**src/rtl/pwrseq_pkg.sv**
```systemverilog
// Shared types for the power sequencer / boot controller: FSM state encoding
// and latched fault codes.
package pwrseq_pkg;

  typedef enum logic [2:0] {
    S_OFF     = 3'd0,
    S_RAMP    = 3'd1,
    S_SETTLE  = 3'd2,
    S_RSTHOLD = 3'd3,
    S_BOOT    = 3'd4,
    S_RUN     = 3'd5,
    S_DOWN    = 3'd6,
    S_FAULT   = 3'd7
  } state_t;

  localparam logic [1:0] FLT_NONE    = 2'd0;
  localparam logic [1:0] FLT_PG_TO   = 2'd1;
  localparam logic [1:0] FLT_PG_LOST = 2'd2;
  localparam logic [1:0] FLT_BOOT_TO = 2'd3;

endpackage

```
**src/rtl/pwrseq_boot_if.sv**
```systemverilog
// SPI boot bridge pins: DSP master side plus the EEPROM side.
// slave = the CPLD bridge, master = the DSP/EEPROM environment.
interface pwrseq_boot_if;
  logic sclk;
  logic mosi;
  logic cs;
  logic miso;
  logic eeprom_sclk;
  logic eeprom_mosi;
  logic eeprom_mem_cs;
  logic eeprom_miso;

  modport slave (
    input  sclk, mosi, cs, eeprom_miso,
    output miso, eeprom_sclk, eeprom_mosi, eeprom_mem_cs
  );

  modport master (
    output sclk, mosi, cs, eeprom_miso,
    input  miso, eeprom_sclk, eeprom_mosi, eeprom_mem_cs
  );
endinterface

```
**src/rtl/pwrseq_timer.sv**
```systemverilog
// Loadable down-counter shared by every timed state. Loading D gives an
// expiry flag on the D-th cycle after the load edge.
module pwrseq_timer #(
  parameter int DLY_W = 16
) (
  input  logic             clk_in,
  input  logic             rst,
  input  logic             load,
  input  logic [DLY_W-1:0] val,
  output logic             expired
);

  logic [DLY_W-1:0] cnt;

  always_ff @(posedge clk_in) begin
    if (rst)              cnt <= '0;
    else if (load)        cnt <= val - 1'b1;
    else if (cnt != '0)   cnt <= cnt - 1'b1;
  end

  assign expired = (cnt == '0);

endmodule

```
**src/rtl/pwrseq_boot.sv**
```systemverilog
// Rail power sequencer and DSP boot controller with gated SPI boot bridge.
// Define PWRSEQ_BOOT_WDOG_EN to add the boot watchdog (BOOT_TO cycles).
module pwrseq_boot
  import pwrseq_pkg::*;
#(
  parameter int         N_RAILS  = 2,
  parameter int         DLY_W    = 16,
  parameter int         RAIL_DLY = 1000,
  parameter int         PG_TO    = 5000,
  parameter int         RST_HOLD = 100,
  parameter logic [3:0] BOOTCFG  = 4'b1001,
  parameter int         BOOT_TO  = 50000
) (
  input  logic               clk_in,
  input  logic               rst,
  input  logic               en,
  input  logic [N_RAILS-1:0] pg,
  input  logic               boot_done,
  output logic [N_RAILS-1:0] pwr_en,
  output logic               dsp_rst_n,
  output logic [3:0]         bootcfg,
  output logic               bootcfg_oe,
  output logic               fault,
  output logic [1:0]         fault_code,
  output logic [2:0]         state,
  pwrseq_boot_if.slave       spi
);

`ifdef PWRSEQ_BOOT_WDOG_EN
  localparam bit WDOG_EN = 1'b1;
`else
  localparam bit WDOG_EN = 1'b0;
`endif

  localparam int                 RW  = (N_RAILS > 1) ? $clog2(N_RAILS) : 1;
  localparam logic [N_RAILS-1:0] ONE = 1;

  logic [N_RAILS-1:0] pg_m, pg_s;
  logic               bd_m, bd_s;

  state_t             st_q, st_d;
  logic [RW-1:0]      rail_q, rail_d;
  logic [N_RAILS-1:0] pe_q, pe_d, qual;
  logic               rn_q, rn_d, oe_q, oe_d, f_q, f_d;
  logic [1:0]         fc_q, fc_d, flt_code;
  logic               flt, down, lost;
  logic               t_load, t_exp;
  logic [DLY_W-1:0]   t_val;

  always_ff @(posedge clk_in) begin
    if (rst) begin
      pg_m <= '0;
      pg_s <= '0;
      bd_m <= 1'b0;
      bd_s <= 1'b0;
    end else begin
      pg_m <= pg;
      pg_s <= pg_m;
      bd_m <= boot_done;
      bd_s <= bd_m;
    end
  end

  pwrseq_timer #(.DLY_W(DLY_W)) u_timer (
    .clk_in  (clk_in),
    .rst     (rst),
    .load    (t_load),
    .val     (t_val),
    .expired (t_exp)
  );

  always_ff @(posedge clk_in) begin
    if (rst) begin
      st_q   <= S_OFF;
      rail_q <= '0;
      pe_q   <= '0;
      rn_q   <= 1'b0;
      oe_q   <= 1'b0;
      f_q    <= 1'b0;
      fc_q   <= FLT_NONE;
    end else begin
      st_q   <= st_d;
      rail_q <= rail_d;
      pe_q   <= pe_d;
      rn_q   <= rn_d;
      oe_q   <= oe_d;
      f_q    <= f_d;
      fc_q   <= fc_d;
    end
  end

  always_comb begin
    st_d     = st_q;
    rail_d   = rail_q;
    pe_d     = pe_q;
    rn_d     = rn_q;
    oe_d     = oe_q;
    f_d      = f_q;
    fc_d     = fc_q;
    t_load   = 1'b0;
    t_val    = DLY_W'(RAIL_DLY);
    flt      = 1'b0;
    flt_code = FLT_NONE;
    down     = 1'b0;

    // Rails already qualified: below the current one while ramping, up to and
    // including it once settling, and all of them after sequencing completes.
    for (int k = 0; k < N_RAILS; k++) begin
      unique case (st_q)
        S_RAMP:                    qual[k] = (k < int'(rail_q));
        S_SETTLE:                  qual[k] = (k <= int'(rail_q));
        S_RSTHOLD, S_BOOT, S_RUN:  qual[k] = 1'b1;
        default:                   qual[k] = 1'b0;
      endcase
    end
    lost = |(qual & ~pg_s);

    unique case (st_q)
      S_OFF: if (en) begin
        rail_d = '0;
        pe_d   = ONE;
        f_d    = 1'b0;
        fc_d   = FLT_NONE;
        t_load = 1'b1;
        t_val  = DLY_W'(PG_TO);
        st_d   = S_RAMP;
      end
      S_RAMP: begin
        if (lost)                         begin flt = 1'b1; flt_code = FLT_PG_LOST; end
        else if (!pg_s[rail_q] && t_exp) begin flt = 1'b1; flt_code = FLT_PG_TO;   end
        else if (!en)                     down = 1'b1;
        else if (pg_s[rail_q]) begin
          t_load = 1'b1;
          st_d   = S_SETTLE;
        end
      end
      S_SETTLE: begin
        if (lost)       begin flt = 1'b1; flt_code = FLT_PG_LOST; end
        else if (!en)   down = 1'b1;
        else if (t_exp) begin
          t_load = 1'b1;
          if (int'(rail_q) < N_RAILS-1) begin
            rail_d = rail_q + 1'b1;
            pe_d   = pe_q | (ONE << (rail_q + 1'b1));
            t_val  = DLY_W'(PG_TO);
            st_d   = S_RAMP;
          end else begin
            t_val  = DLY_W'(RST_HOLD);
            oe_d   = 1'b1;
            st_d   = S_RSTHOLD;
          end
        end
      end
      S_RSTHOLD: begin
        if (lost)       begin flt = 1'b1; flt_code = FLT_PG_LOST; end
        else if (!en)   down = 1'b1;
        else if (t_exp) begin
          rn_d   = 1'b1;
          t_load = WDOG_EN;
          t_val  = DLY_W'(BOOT_TO);
          st_d   = S_BOOT;
        end
      end
      S_BOOT: begin
        if (lost)                  begin flt = 1'b1; flt_code = FLT_PG_LOST; end
        else if (WDOG_EN && t_exp) begin flt = 1'b1; flt_code = FLT_BOOT_TO; end
        else if (!en)              down = 1'b1;
        else if (bd_s) begin
          oe_d = 1'b0;
          st_d = S_RUN;
        end
      end
      S_RUN: begin
        if (lost)     begin flt = 1'b1; flt_code = FLT_PG_LOST; end
        else if (!en) down = 1'b1;
      end
      // Rails come down highest first, one RAIL_DLY apart; en is ignored here.
      S_DOWN: if (t_exp) begin
        if (rail_q == '0) st_d = S_OFF;
        else begin
          rail_d = rail_q - 1'b1;
          pe_d   = pe_q & ~(ONE << (rail_q - 1'b1));
          t_load = 1'b1;
        end
      end
      S_FAULT: if (!en) st_d = S_OFF;
      default: st_d = S_OFF;
    endcase

    if (flt) begin
      st_d = S_FAULT;
      pe_d = '0;
      rn_d = 1'b0;
      oe_d = 1'b0;
      f_d  = 1'b1;
      fc_d = flt_code;
    end else if (down) begin
      st_d   = S_DOWN;
      pe_d   = pe_q & ~(ONE << rail_q);
      rn_d   = 1'b0;
      oe_d   = 1'b0;
      t_load = 1'b1;
      t_val  = DLY_W'(RAIL_DLY);
    end
  end

  assign pwr_en     = pe_q;
  assign dsp_rst_n  = rn_q;
  assign bootcfg    = BOOTCFG;
  assign bootcfg_oe = oe_q;
  assign fault      = f_q;
  assign fault_code = fc_q;
  assign state      = st_q;

  // Bridge passes data only while booting; otherwise EEPROM is deselected.
  logic bridge;
  assign bridge            = (st_q == S_BOOT);
  assign spi.eeprom_sclk   = bridge & spi.sclk;
  assign spi.eeprom_mosi   = bridge & spi.mosi;
  assign spi.eeprom_mem_cs = ~bridge | spi.cs;
  assign spi.miso          = bridge & spi.eeprom_miso;

endmodule

```
**src/flat_wrapper.sv**
```systemverilog
// flat-port wrapper written by rule: the top's interface ports become plain ports
module pwrseq_boot_flat import pwrseq_pkg::*;
#(
  parameter int         N_RAILS  = 2,
  parameter int         DLY_W    = 16,
  parameter int         RAIL_DLY = 1000,
  parameter int         PG_TO    = 5000,
  parameter int         RST_HOLD = 100,
  parameter logic [3:0] BOOTCFG  = 4'b1001,
  parameter int         BOOT_TO  = 50000
)
  (clk_in, rst, en, pg, boot_done, pwr_en, dsp_rst_n, bootcfg, bootcfg_oe, fault, fault_code, state, spi_sclk, spi_mosi, spi_cs, spi_eeprom_miso, spi_miso, spi_eeprom_sclk, spi_eeprom_mosi, spi_eeprom_mem_cs);
  pwrseq_boot_if spi_i ();
  input  logic clk_in;
  input  logic rst;
  input  logic en;
  input  logic [N_RAILS-1:0] pg;
  input  logic boot_done;
  output logic [N_RAILS-1:0] pwr_en;
  output logic dsp_rst_n;
  output logic [3:0] bootcfg;
  output logic bootcfg_oe;
  output logic fault;
  output logic [1:0] fault_code;
  output logic [2:0] state;
  input wire logic [$bits(spi_i.sclk)-1:0] spi_sclk;
  input wire logic [$bits(spi_i.mosi)-1:0] spi_mosi;
  input wire logic [$bits(spi_i.cs)-1:0] spi_cs;
  input wire logic [$bits(spi_i.eeprom_miso)-1:0] spi_eeprom_miso;
  output wire logic [$bits(spi_i.miso)-1:0] spi_miso;
  output wire logic [$bits(spi_i.eeprom_sclk)-1:0] spi_eeprom_sclk;
  output wire logic [$bits(spi_i.eeprom_mosi)-1:0] spi_eeprom_mosi;
  output wire logic [$bits(spi_i.eeprom_mem_cs)-1:0] spi_eeprom_mem_cs;
  assign spi_i.sclk = spi_sclk;
  assign spi_i.mosi = spi_mosi;
  assign spi_i.cs = spi_cs;
  assign spi_i.eeprom_miso = spi_eeprom_miso;
  assign spi_miso = spi_i.miso;
  assign spi_eeprom_sclk = spi_i.eeprom_sclk;
  assign spi_eeprom_mosi = spi_i.eeprom_mosi;
  assign spi_eeprom_mem_cs = spi_i.eeprom_mem_cs;
  pwrseq_boot #(.N_RAILS(N_RAILS), .DLY_W(DLY_W), .RAIL_DLY(RAIL_DLY), .PG_TO(PG_TO), .RST_HOLD(RST_HOLD), .BOOTCFG(BOOTCFG), .BOOT_TO(BOOT_TO)) u_core (.clk_in(clk_in), .rst(rst), .en(en), .pg(pg), .boot_done(boot_done), .pwr_en(pwr_en), .dsp_rst_n(dsp_rst_n), .bootcfg(bootcfg), .bootcfg_oe(bootcfg_oe), .fault(fault), .fault_code(fault_code), .state(state), .spi(spi_i));
endmodule
```
**config.mk**
```make
export PLATFORM = sky130hd
export DESIGN_NAME = pwrseq_boot_flat
export DESIGN_NICKNAME = d
export VERILOG_FILES = /design/src/rtl/pwrseq_pkg.sv /design/src/rtl/pwrseq_boot_if.sv /design/src/rtl/pwrseq_timer.sv /design/src/rtl/pwrseq_boot.sv /design/src/flat_wrapper.sv
export SDC_FILE = /design/constraint.sdc
export NUM_CORES = 1
export LEC_CHECK = 0
export ABC_AREA = 1
export CAP_MARGIN = 20
export CORE_UTILIZATION = 40
export CTS_CLUSTER_DIAMETER = 100
export DETAILED_ROUTE_END_ITERATION = 8
export HOLD_SLACK_MARGIN = 0.06
export SLEW_MARGIN = 20
export SYNTH_ARGS = -nofsm -noshare
export SYNTH_HDL_FRONTEND = slang
export SYNTH_SLANG_ARGS = --single-unit
```
**constraint.sdc**
```tcl
create_clock -name clk_in -period 2.7 [get_ports clk_in]
set_clock_uncertainty 0.1 [all_clocks]
set_input_delay 0.675 -clock clk_in [delete_from_list [all_inputs] [get_ports clk_in]]
set_output_delay 0.675 -clock clk_in [all_outputs]
set_load 0.02 [all_outputs]
```
# After elaboration in Yosys (flattened, before gate mapping)
# Cells that the tools add are included.
op_classes:
  n_reduce_logical: 23
  n_addsub: 4
  muxes: 94
  eq_ne: 41
  shift: 3
  bitwise_logic: 13
  order_cmp: 4
op_table:
  columns: ["cell", "n"]
  rows:
  - ["$mux 16", 10]
  - ["$mux 3", 19]
  - ["$pmux 16 s3", 1]
  - ["$ne 4x2->1 const B", 11]
  - ["$mux 1", 38]
  - ["$sub 16x1->16 const B", 2]
  - ["$mux 2", 14]
  - ["$mux 13", 2]
  - ["$pmux 3 s7", 1]
  - ["$ne 4x1->1 const B", 5]
  - ["$reduce_and 18->1", 1]
  - ["$logic_not 16->1", 1]
  - ["$reduce_and 8->1", 2]
  - ["$reduce_bool 16->1", 1]
  - ["$eq 3x3->1 const B", 4]
  - ["$ne 2x2->1 const B", 6]
  - ["$ne 3x1->1 const B", 4]
  - ["$pmux 1 s2", 5]
  - ["$ne 3x2->1 const B", 3]
  - ["$reduce_bool 9->1", 1]
  - ["$ne 2x1->1 const B", 4]
  - ["$reduce_bool 2->1", 4]
  - ["$reduce_and 7->1", 1]
  - ["$and 2x2->2", 3]
  - ["29 further kinds", 39]
word_totals:
  wordCells: 194
  in_bits: 10
  output_inout_bits: 18
  register_bits: 33

# Longest topological paths before layout
logic_depth:
  depth_word: 11
  depth_mapped: 23
  depth_no_buf: 22

# Hierarchy
# From an unflattened synthesis, not the netlist that was laid out.
unflattened:
  hier_cells: 393
  area_unflattened_um2: 2621.3
modules_own_cells:
  columns: ["module", "seq_area_each_um2", "cells_per_inst", "area_each_um2", "n_inst"]
  rows:
  - ["pwrseq_timer", 320.3, 194, 1313.8, 1]
  - ["pwrseq_boot", 340.3, 199, 1307.5, 1]

# Least setup slack after synthesis
# Ideal clock, no wire load.
synth_timing:
  path_type: "register to register"
  start: "reg u_core.st_q[2], in the netlist u_core.state[2]"
  end: "reg u_core.u_timer.cnt[12]"
  path_stages_with_launch: 21
  setup_time_ps: 117
  slack_ps: -294
  n_path_buf: 2
  synth_period_minus_slack_ps: 2994
  required_time_ps: 2483
  t_arrival_ps: 2777
  cell_sequence: "dfxtp_1 buf_4 inv_4 ha_1 nand2_1 nand2_1 a21oi_1 a21oi_4 nand3_1 nor2_2 nor2_4 buf_12 nand2_1 ha_1 nand3_1 inv_1 nand2_4 nor2_2 nand3_1 o21ai_0 nor2_1"
synth_between:
  elab_chain_cells: 11
  elab_cells_between_ends: 32
  cone_classes: "add/sub (1); eq/ne (6); mux (19); bitwise (1); reduce/logical (5)"
synth_lines:
  columns: ["item", "line_no", "text"]
  rows:
  - ["from (decl)", "pwrseq_boot.sv:41", "state_t st_q, st_d;"]
  - ["from (signal assigned)", "pwrseq_boot.sv:82", "st_q <= st_d;"]
  - ["$eq 3x2->1 / $eq 3x3->1 (equally long branches)", "pwrseq_boot.sv:109, pwrseq_boot.sv:118", null]
  - ["$reduce_or 4->1 (no source line) / $reduce_or 3->1 (equally long branches)", null, null]
  - ["$pmux 1 s2", "pwrseq_boot.sv:109", "unique case (st_q)"]
  - ["$and 2x2->2", "pwrseq_boot.sv:116", "lost = |(qual & ~pg_s);"]
  - ["$reduce_or 2->1", "pwrseq_boot.sv:116", null]
  - ["$mux 16, or another cell as far along", "pwrseq_boot.sv:155", "if (lost) begin flt = 1'b1; flt_code = FLT_PG_LOST; end"]
  - ["$pmux 16 s3 / $pmux 1 s2 (equally long branches)", "pwrseq_boot.sv:118", "unique case (st_q)"]
  - ["$mux 16", "pwrseq_boot.sv:197", "end else if (down) begin"]
  - ["$mux 16", "pwrseq_boot.sv:190", "if (flt) begin"]
  - ["$sub 16x1->16", "pwrseq_timer.sv:17", "else if (load) cnt <= val - 1'b1;"]
  - ["$mux 16", "pwrseq_timer.sv:17", null]
  - ["to (signal assigned)", "pwrseq_timer.sv:17", null]
  - ["to (signal assigned)", "pwrseq_timer.sv:18", "else if (cnt != '0) cnt <= cnt - 1'b1;"]
  - ["to (decl)", "pwrseq_timer.sv:13", "logic [DLY_W-1:0] cnt;"]
# Parallel ways exist; a longest one is shown, timed or not.
# A chain may end at the register's enable or synchronous reset.

# Final worst setup path
layout_timing:
  start: "reg u_core.st_q[2], in the netlist u_core.state[2]"
  end: "reg u_core.u_timer.cnt[15]"
# Same word-level chain as after synthesis.

==> impl_results.md <==
* Required @ worst endpoint at 2.78 ns
* CP bufs+invs at 2
* CP Cell Sequence: inv_6 > ha_4 > nand2_4 > nand2_4 > a21oi_4 > a21oi_4 > buf_6 > nand2_4 > a21oi_4 > nand3_4 > nand2_8 > nand2_8 > nor2_4 > nand2_2 > nor2_4 > nand3_1 > nand3_1 > nor2_1
* CTS tree: yes
* DR pass1 iterations at 4
* Max clock buf depth at 2
* DRT Wirelength at 7450 um
* Worst path slowest cell: dfxtp_4
* Dpl ws at -0.287 ns
* CP startpoint: u_core.state[2]
* Syn Area/Cell at 6.83 um2
* Core area at 6030 um2
* Async S/R FF share, synth at 0
* Fin crit period at 2.65 ns
* Worst r2r path cells at 18
* Layout area overhead at 44.7%
* Root buffer cell: clkbuf_8
* Share of layout cells above drive strength 1 at 0.374
* Startpoint types: register
* Total track usage at 0.225
* Final hold vios at 0
* Vias in the first global route at 2426
* Wire per inst at 14.1 um
* Yosys synthesis warning count at 0
* Placed Cells incl. Taps at 506
* Final setup fails at 0
* CP endpoint: u_core.u_timer.cnt[15]
* Number of flops mapped to enable cells by yosys at 0
* CTS Buf Count at 5
* Starting Density at 0.424
* Fin cells at 529
* Die area at 6710 um2
* Mapped Cells at 374
* Post-synthesis sequential area ratio at 0.258
* Design Area, Final at 3700 um2
* Port bufs at 23
* Worst path top cell family by delay: simple AND/OR/NAND/NOR gates
* DRT iter0 DRCs at 193
* Largest fanout on the critical path at 6
* CP Capture Type: register
* Critical path depth at 18
* Antenna diodes at 0
* Worst path arrival time at 2.73 ns
* Setup slack, reg-to-reg at 0.05 ns
* First-pass GRT wire length at 11400 um
* Rows at 28
* Primary FF master, synth: dfxtp_1
* DRC errors left at 0
* Placement Cell Area at 3200 um2
* Setup ws final at 0.0504 ns
* CTS H-tree lvls at 2
* Clk Latency, worst-skew pair at 0.29 ns
* HPWL after detailed placement at 5480 um
* Crit Path Class: register to register
* Reg-to-reg startpoint: u_core.state[2]
* Peak per-stage delay on the critical path at 0.39 ns
* Fmax achieved at 0.377 GHz
* Die width at 81.9 um
* Nets@finish at 466
* # Max-Cap Violations at 0
* Worst slew pin tran at 0.622 ns
* Via count at 2693
* Initial antenna violation count at 0
* Commonest non-fill, non-tap cell in the layout: nor2_1
* Setup TNS at 0 ns
* Status: completed
* Final Slew Violations at 0
* Overflow after GRT at 0
* Worst R2R End: u_core.u_timer.cnt[15]
* Worst slew margin at 0.575
* Final ANT Viol Nets at 0
* Hold_buf cts at 0
* Most frequent cells in the layout: nor2_1, nand2_1, buf_4
* RSZ-0062 raised after global routing: true
* Post-synthesis cell area at 2560 um2
* Unique masters post-synth at 40
* Pin count of the biggest net entering global routing at 18
* Via-per-instance ratio at 5.09
* Clock sinks at 33
* Clock-pin slew on the worst setup and hold paths at 0.07 ns
* RePlAce Congestion at 0.913
* Hold Crit Class: register to register
* Boundary Pins at 28
* Final Cycle Share at 0.981
* Die Height at 81.9 um
* Count of state elements after synthesis at 33
[flip-flops by register name, indices dropped and copies added, names as in the netlist]
| name | cells |
|---|---|
| u_core.fault | 1 |
| u_core.dsp_rst_n | 1 |
| u_core.state | 3 |
| u_core.pg_m | 2 |
| u_core.bootcfg_oe | 1 |
| u_core.rail_q | 1 |
| u_core.u_timer.cnt | 16 |
| u_core.bd_m | 1 |
| u_core.pg_s | 2 |
| u_core.bd_s | 1 |
| u_core.pwr_en | 2 |
| u_core.fault_code | 2 |
[synthesized netlist by cell type (2+ instances only)]
master    count  share of area
a211oi_1      5          0.015
a21oi_1      22          0.043
a31oi_1       5          0.012
buf_4         7          0.021
clkbuf_1      2         0.0029
conb_1        2         0.0029
dfxtp_1      33           0.26
ha_1          3          0.015
inv_1        44          0.065
inv_2         7          0.010
inv_4         3         0.0073
nand2_1      61          0.090
nand2_2       9          0.022
nand2_4      13          0.057
nand2_8       2          0.016
nand3_1      31          0.061
nand3_2       6          0.023
nand3_4       5          0.034
nand4_1       7          0.017
nor2_1       63          0.093
nor2_2        8          0.020
nor2_4        6          0.026
nor3_1        2         0.0039
o211ai_1      2         0.0059
o21ai_0      11          0.022
[worst reg2reg max path: stages, from the launching register on]
cell,delay (ns)
dfxtp_4,0.39
inv_6,0.05
ha_4,0.31
nand2_4,0.08
nand2_4,0.07
a21oi_4,0.04
a21oi_4,0.20
buf_6,0.15
nand2_4,0.06
a21oi_4,0.17
nand3_4,0.13
nand2_8,0.15
nand2_8,0.07
nor2_4,0.08
nand2_2,0.06
nor2_4,0.19
nand3_1,0.11
nand3_1,0.09
nor2_1,0.04
[area by class of cell]
| class | count | area, um2 |
|---|---|---|
| fillers | 512 | 2330 |
| multi-input cells | 279 | 1900 |
| repair buffers | 80 | 743 |
| flip-flops and latches | 33 | 671 |
| inverters | 54 | 213 |
| well taps | 75 | 93.8 |
| clock buffers | 6 | 72.6 |
| clock inverters | 2 | 10.0 |
[per-layer routing]
metal	GRT usage	part of all wire
met5	0	0
met4	0.0702	0.014
met3	0.0478	0.061
met2	0.327	0.44
met1	0.325	0.48
[stage by stage]
step                utilization  hold WS [ns]
floorplan                     -         0.288
global placement          0.531         0.289
detailed placement        0.531         0.296
CTS                       0.547         0.307
global route              0.614         0.317
finish                    0.614         0.304
[worst min-delay path by stage]
stage                               from        endpoint  cells past startpoint  slack, ns
after floorplan              u_core.bd_m     u_core.bd_s                      2       0.29
after global placement       u_core.bd_m     u_core.bd_s                      2       0.29
after global routing      u_core.pg_m[1]  u_core.pg_s[1]                      2       0.32
final                     u_core.pg_m[1]  u_core.pg_s[1]                      2       0.30
after detailed placement  u_core.pg_m[1]  u_core.pg_s[1]                      2       0.30
after CTS                 u_core.pg_m[1]  u_core.pg_s[1]                      2       0.31
[timing repair]
action,CTS,global route
endpoints found under the hold margin,0,0
gates cloned,0,1
resized for setup,1,69
setup buffers,2,12
setup endpoints to repair,3,18
pin swaps,1,33
[kinds of logic after synthesis]
group / count (synthesis) / share of synthesized area
other: 2 / 0.00294
AO/OA/AOI/OAI: 52 / 0.124
buffers and inverters: 65 / 0.115
AND/OR/NAND/NOR: 218 / 0.482
XOR/XNOR: 1 / 0.00343
adder cells (fa/ha/maj): 3 / 0.0147
flip-flops: 33 / 0.258
Power is not shown: default switching activity piles up to over one toggle a cycle in this logic, so the estimate is an artifact.
